### src/rtl/fp16_result_packer_pkg.sv
// Shared constants and types for the half-precision result packer.
package fp16_result_packer_pkg;

    localparam int unsigned FRAC_W    = 10;
    localparam int unsigned EXP_OUT_W = 5;
    localparam int unsigned EXP_IN_W  = 7;
    localparam int unsigned MANT_W    = FRAC_W + 4;
    // One extra bit so exponent steps can never wrap.
    localparam int unsigned EXP_INT_W = EXP_IN_W + 1;

    localparam int unsigned BIAS = 15;

    localparam logic signed [EXP_INT_W-1:0] EXP_MAX = EXP_INT_W'(31);
    localparam logic signed [EXP_INT_W-1:0] EXP_ONE = EXP_INT_W'(1);

    // Mantissa field positions.
    localparam int unsigned MANT_CARRY    = 13;
    localparam int unsigned MANT_HIDDEN   = 12;
    localparam int unsigned MANT_FRAC_MSB = 11;
    localparam int unsigned MANT_FRAC_LSB = 2;
    localparam int unsigned MANT_GUARD    = 1;
    localparam int unsigned MANT_STICKY   = 0;

    typedef enum logic [1:0] {
        StIdle = 2'd0,
        StNorm = 2'd1,
        StRnd  = 2'd2,
        StDone = 2'd3
    } state_t;

endpackage

### src/rtl/fp16_result_packer_round_rne.sv
// Round-to-nearest-even on a normalised {hidden, frac, guard, sticky} mantissa.
module fp16_round_rne
    import fp16_result_packer_pkg::*;
(
    input  logic              i_hidden,
    input  logic [FRAC_W-1:0] i_frac,
    input  logic              i_guard,
    input  logic              i_sticky,
    output logic [FRAC_W-1:0] o_frac,
    output logic              o_hidden,
    output logic              o_carry,
    output logic              o_inexact
);

    logic            w_round;
    logic [FRAC_W:0] w_sum;

    assign w_round   = i_guard & (i_sticky | i_frac[0]);
    assign w_sum     = {1'b0, i_frac} + {{FRAC_W{1'b0}}, w_round};
    // Fraction wraps to zero on carry-out, which is the value needed in both cases.
    assign o_frac    = w_sum[FRAC_W-1:0];
    // Carry past a set hidden bit bumps the exponent; past a clear one it
    // just promotes a subnormal to the smallest normal.
    assign o_carry   = i_hidden & w_sum[FRAC_W];
    assign o_hidden  = i_hidden | w_sum[FRAC_W];
    assign o_inexact = i_guard | i_sticky;

endmodule

### src/rtl/fp16_result_packer.sv
// Normalise, round and pack an unpacked FPU result into IEEE-754 binary16.
module fp16_result_packer
    import fp16_result_packer_pkg::*;
(
    input  logic                i_clk,
    input  logic                i_clr,
    input  logic                i_in_valid,
    output logic                o_in_ready,
    input  logic                i_in_sign,
    input  logic [EXP_IN_W-1:0] i_in_exp,
    input  logic [MANT_W-1:0]   i_in_mant,
    output logic                o_out_valid,
    input  logic                i_out_ready,
    output logic [15:0]         o_out_result,
    output logic                o_out_ovf,
    output logic                o_out_unf,
    output logic                o_out_inx
);

    state_t                        r_state;
    logic                          r_sign;
    logic signed [EXP_INT_W-1:0]   r_exp;
    logic [MANT_W-1:0]             r_mant;
    logic                          r_ovf_pend;
    logic                          r_zero;
    logic [15:0]                   r_result;
    logic                          r_ovf;
    logic                          r_unf;
    logic                          r_inx;

    logic [FRAC_W-1:0]             w_frac;
    logic                          w_hidden;
    logic                          w_carry;
    logic                          w_inexact;
    logic signed [EXP_INT_W-1:0]   w_exp_rnd;
    logic [EXP_OUT_W-1:0]          w_exp_enc;
    logic                          w_ovf;
    logic [15:0]                   w_result;
    logic                          w_unf;
    logic                          w_inx;

    fp16_round_rne u_round (
        .i_hidden  (r_mant[MANT_HIDDEN]),
        .i_frac    (r_mant[MANT_FRAC_MSB:MANT_FRAC_LSB]),
        .i_guard   (r_mant[MANT_GUARD]),
        .i_sticky  (r_mant[MANT_STICKY]),
        .o_frac    (w_frac),
        .o_hidden  (w_hidden),
        .o_carry   (w_carry),
        .o_inexact (w_inexact)
    );

    // Post-rounding exponent, encoding and flags, consumed in the RND state.
    always_comb begin
        w_exp_rnd = w_carry ? (r_exp + EXP_ONE) : r_exp;
        w_exp_enc = w_hidden ? w_exp_rnd[EXP_OUT_W-1:0] : '0;
        // A zero result may carry any exponent; it must never overflow.
        w_ovf     = r_ovf_pend | (!r_zero && (w_exp_rnd >= EXP_MAX));
        w_inx     = w_ovf | w_inexact;
        // Overflowed results are not tiny even if the hidden bit was clear.
        w_unf     = !r_mant[MANT_HIDDEN] & w_inexact & !w_ovf;
        w_result  = {r_sign, w_exp_enc, w_frac};
        if (w_ovf) begin
            w_result = {r_sign, 5'h1F, 10'h000};
        end
    end

    // Control FSM with the shift register, exponent counter and registered outputs.
    always_ff @(posedge i_clk or posedge i_clr) begin
        if (i_clr) begin
            r_state    <= StIdle;
            r_sign     <= 1'b0;
            r_exp      <= '0;
            r_mant     <= '0;
            r_ovf_pend <= 1'b0;
            r_zero     <= 1'b0;
            r_result   <= '0;
            r_ovf      <= 1'b0;
            r_unf      <= 1'b0;
            r_inx      <= 1'b0;
        end else begin
            unique case (r_state)
                StIdle: begin
                    if (i_in_valid) begin
                        r_sign     <= i_in_sign;
                        r_exp      <= {i_in_exp[EXP_IN_W-1], i_in_exp};
                        r_mant     <= i_in_mant;
                        r_ovf_pend <= 1'b0;
                        r_zero     <= 1'b0;
                        r_state    <= StNorm;
                    end
                end
                StNorm: begin
                    if (r_mant[MANT_CARRY:MANT_GUARD] == '0) begin
                        r_zero  <= 1'b1;
                        r_state <= StRnd;
                    end else if ((r_exp >= EXP_MAX) &&
                                 (r_mant[MANT_CARRY:MANT_HIDDEN] != 2'b00)) begin
                        r_ovf_pend <= 1'b1;
                        r_state    <= StRnd;
                    end else if (r_mant[MANT_CARRY] || (r_exp < EXP_ONE)) begin
                        // Old guard and old sticky both fold into the new sticky.
                        r_mant <= {1'b0, r_mant[MANT_W-1:2], r_mant[1] | r_mant[0]};
                        r_exp  <= r_exp + EXP_ONE;
                    end else if (!r_mant[MANT_HIDDEN] && (r_exp > EXP_ONE)) begin
                        r_mant <= {r_mant[MANT_W-2:0], 1'b0};
                        r_exp  <= r_exp - EXP_ONE;
                    end else begin
                        r_state <= StRnd;
                    end
                end
                StRnd: begin
                    r_result <= w_result;
                    r_ovf    <= w_ovf;
                    r_unf    <= w_unf;
                    r_inx    <= w_inx;
                    r_state  <= StDone;
                end
                StDone: begin
                    if (i_out_ready) begin
                        r_state <= StIdle;
                    end
                end
            endcase
        end
    end

    assign o_in_ready   = (r_state == StIdle);
    assign o_out_valid  = (r_state == StDone);
    assign o_out_result = r_result;
    assign o_out_ovf    = r_ovf;
    assign o_out_unf    = r_unf;
    assign o_out_inx    = r_inx;

endmodule

### config.mk
export PLATFORM = sky130hd
export DESIGN_NAME = fp16_result_packer
export DESIGN_NICKNAME = d
export VERILOG_FILES = /design/src/rtl/fp16_result_packer_pkg.sv /design/src/rtl/fp16_result_packer_round_rne.sv /design/src/rtl/fp16_result_packer.sv
export SDC_FILE = /design/constraint.sdc
export NUM_CORES = 1
export LEC_CHECK = 0
export ABC_AREA = 1
export CORE_AREA = 8 8 94 96
export CTS_CLUSTER_SIZE = 28
export DETAILED_ROUTE_END_ITERATION = 6
export DIE_AREA = 0 0 102 104
export PLACE_DENSITY = 0.69
export REMOVE_ABC_BUFFERS = 1
export SYNTH_ARGS = -nofsm -noshare
export SYNTH_HDL_FRONTEND = slang
export SYNTH_SLANG_ARGS = --single-unit
### constraint.sdc
create_clock -name i_clk -period 2.04 [get_ports i_clk]
set_clock_uncertainty 0.2 [all_clocks]
set_input_delay 0.408 -clock i_clk [delete_from_list [all_inputs] [get_ports i_clk]]
set_output_delay 0.408 -clock i_clk [all_outputs]
set_load 0.005 [all_outputs]
==> results.md <==
- Max capacitance violation total: 0
- Top post-synthesis cells by count: nand2_1, dfrtp_1, inv_1, o21ai_0, nor2_1
- Filler cells: 680
- Antenna violations before repair: 0
- Syn avg cell area: 7.343 um2
- Die Area: 0.01061 mm2
- HP Class: primary input to asynchronous set/reset pin
- Total negative slack: -3.817 ns
- Synth Register Bits: 46
- Residual DRC: 0
- Tightest Pin Transition: 0.3703 ns
- Grt ovf: 0
- Dpl hpwl: 6.411 mm
- Startpoint types: flop
- First-pass GRT wire length: roughly 16 mm
- Pwr Density: 1648 mW/mm2
- Worst vdd ir: 0.8275 mV
- CTS tree: done
- Num ports: between 40 and 50
- Fin nets: 567
- Synth area leaders: dfrtp_1, nand2_1, o21ai_0
- Chip width: 102 um
- PortBufs: 46
- Most common cell on crit path: nand2_2
- FP Rows: 32
- H-tree depth: 2
- Dpl cells: 611
- Drt wl/cell: about 14 um
- Vias in the first global route: 3280
- Critical Path Stages: 15
- Final worst setup slack: -0.1252 ns
- Post-synth EDFFs: 0
- Yosys warns: 0
- R2r worst-path depth: 15
- Failing checks: setup timing
- CP bufs+invs: 3
- Critical path endpoint category: flop
- Sequential area share after synthesis: 0.3612
- Final hold violation count: 0
- Worst-case clock buffer depth: 2
- Routed vias: ~3.2k
- Critical-path top delay cell: dfrtp_1
- Cell Area, Placed: 0.004055 mm2
- Post-layout min period: 2.165 ns
- First-pass iteration count of the detailed router: 5
- CP Max Fanout: 4
- Die H: 104 um
- Fmax: 0.4618 GHz
- Worst-path clk slew: ~0.10 ns
- Register area: 0.001151 mm2
- Max stage delay on crit path: between 0.3 and 0.4 ns
- Primary FF master, synth: dfrtp_1
- Slew headroom: 0.7505
- Clk_lat worst skew: 0.31 ns
- Top-count cell post-synth: nand2_1
- Multi-input gate area: 0.001907 mm2
- Cells after synthesis: about 430
- Layout Cells excl Fill: between 600 and 700
- Reg2Reg Setup Slack: -0.13 ns
- Fin crit share: 1.061
- Via density per instance: 5.108
- Crit Path Class: flop to flop
- Outcome: complete, but fails checks
- Post-synth top area share: 0.3612
- Gr usage total: 0.1795
- Layout cell share with drive strength beyond 1: 0.2566
- Routed Antenna Nets: 0
- Cell taking the most area after synthesis: dfrtp_1
- Post-synthesis cell area: between 0.003 and 0.004 mm2
- Clock sinks: 46
- N_diodes: 0
- Required time of the critical path: 2.06 ns
- Finished Cell Area: about 0.0044 mm2
- Final WL: about 9 mm
- Core Region: approximately 0.0074 mm2
- RSZ-0062 raised after global routing: true
- Cell Chain, Critical Path: nand2_2 -> inv_2 -> ha_4 -> nand3_4 -> nor2_8 -> buf_4 -> nand4_1 -> nand2_2 -> nor2_2 -> nand3_2 -> nand2_8 -> nand2_4 -> nand3_1 -> nand2_1 -> inv_1
- Initial drt markers: around 130
- Starting Density: 0.4279
- Max Transition Viols Final: 0
- Largest net degree at the start of global routing: 47
- Count of different cell masters after synthesis: 37
- Setup violators final: 42
- Crit path DAT: roughly 2.2 ns
- Hold-fix buffers, CTS: 0
- Total CTS buffers: 5
- Leak Pwr: approximately 2.1 nW
- Crit path max-delay family: simple AND/OR/NAND/NOR gates
- Synth-to-Final Area Change: 39.14%
- Hold_ws: 0.2403 ns
- Async SR Flop Fraction: 1.000
- Root Driver: clkbuf_8
- Place WS: -0.1619 ns
- Placer congestion estimate: 0.9507
## worst paths after layout
path	endpoint	start
worst max register to register	o_out_result[14]	r_mant[1]
worst max-delay path	o_out_result[14]	r_mant[1]
min in group i_clk	o_out_result[15]	r_sign
max in group asynchronous	r_mant[13]	i_clr
worst min-delay path	o_out_result[4]	i_clr
worst min register to register	o_out_result[15]	r_sign
## layer usage
metal / track usage / wire length [um]
met5: 0 / 0
met4: 0.06506 / 225
met3: 0.04016 / 509
met2: 0.2833 / 4378
met1: 0.2313 / 3928
## tightest hold or removal path: cells and delay by family
kind | cells | cell delay (ns)
buffers and inverters | 3 | 0.74
## flip-flops by register name, summed over array words and instances (netlist names)
register      cells
r_mant           14
o_out_inx         1
r_exp             8
r_ovf_pend        1
o_out_unf         1
r_sign            1
o_out_result     16
r_zero            1
o_out_ovf         1
r_state           2
## area by class of cell
class                   count  area share
repair buffers            109      0.2229
clock inverters             3    0.005361
inverters                  44     0.03781
clock buffers               5     0.01552
multi-input cells         327      0.4300
flip-flops and latches     46      0.2596
well taps                 102     0.02878
## kinds of logic (layout without fill, tap and decap cells)
| kind of cell | Yosys count | in the layout | synth area share |
|---|---|---|---|
| and+or+nand+nor | 227 | 231 | 0.3486 |
| buffers and inverters | 65 | 161 | 0.09344 |
| DFF | 46 | 46 | 0.3612 |
| muxes | 1 | 1 | 0.003533 |
| xor gates and xnor gates | 13 | 13 | 0.03573 |
| AOI/OAI and AO/OA | 74 | 74 | 0.1260 |
| adders and majority gates | 8 | 8 | 0.03141 |
## where the power goes
part,internal [mW],switching (mW)
clock network,0.246,0.355
logic,2.22,2.71
registers,1.36,0.419
total,3.83,3.48
## layout by cell type, fill, tap and decap left out, types with 3 or more instances in the layout
| master | count |
|---|---|
| buf_12 | 4 |
| xor2_1 | 13 |
| nand2_4 | 3 |
| nand3b_1 | 3 |
| nor2_1 | 27 |
| nor2_2 | 4 |
| nand2_2 | 12 |
| nand3_4 | 3 |
| nand2_8 | 3 |
| inv_1 | 36 |
| nand3_1 | 24 |
| nand2_1 | 118 |
| ha_1 | 5 |
| clkbuf_8 | 5 |
| o21ai_1 | 20 |
| dfrtp_1 | 46 |
| nand4_1 | 7 |
| clkdlybuf4s50_1 | 44 |
| buf_4 | 58 |
| or2_2 | 6 |
| o21ai_0 | 39 |
| inv_2 | 5 |
| a21oi_1 | 7 |
| nand3_2 | 11 |
## stage by stage
step           total power [mW]  utilization
3_3_place_gp              6.050       0.5445
6_report                  7.307       0.5954
2_1_floorplan             4.206            -
3_5_place_dp              6.159       0.5445
4_1_cts                   7.083       0.5769
5_1_grt                   7.988       0.5954
## timing repair
item | CTS | global route
endpoints found under the setup margin | 22 | 43
resized for setup | 17 | 17
pin swaps | 7 | 13
buffers inserted | 6 | 7
gates cloned | 2 | 2
Power figures use the tool's default switching activity.
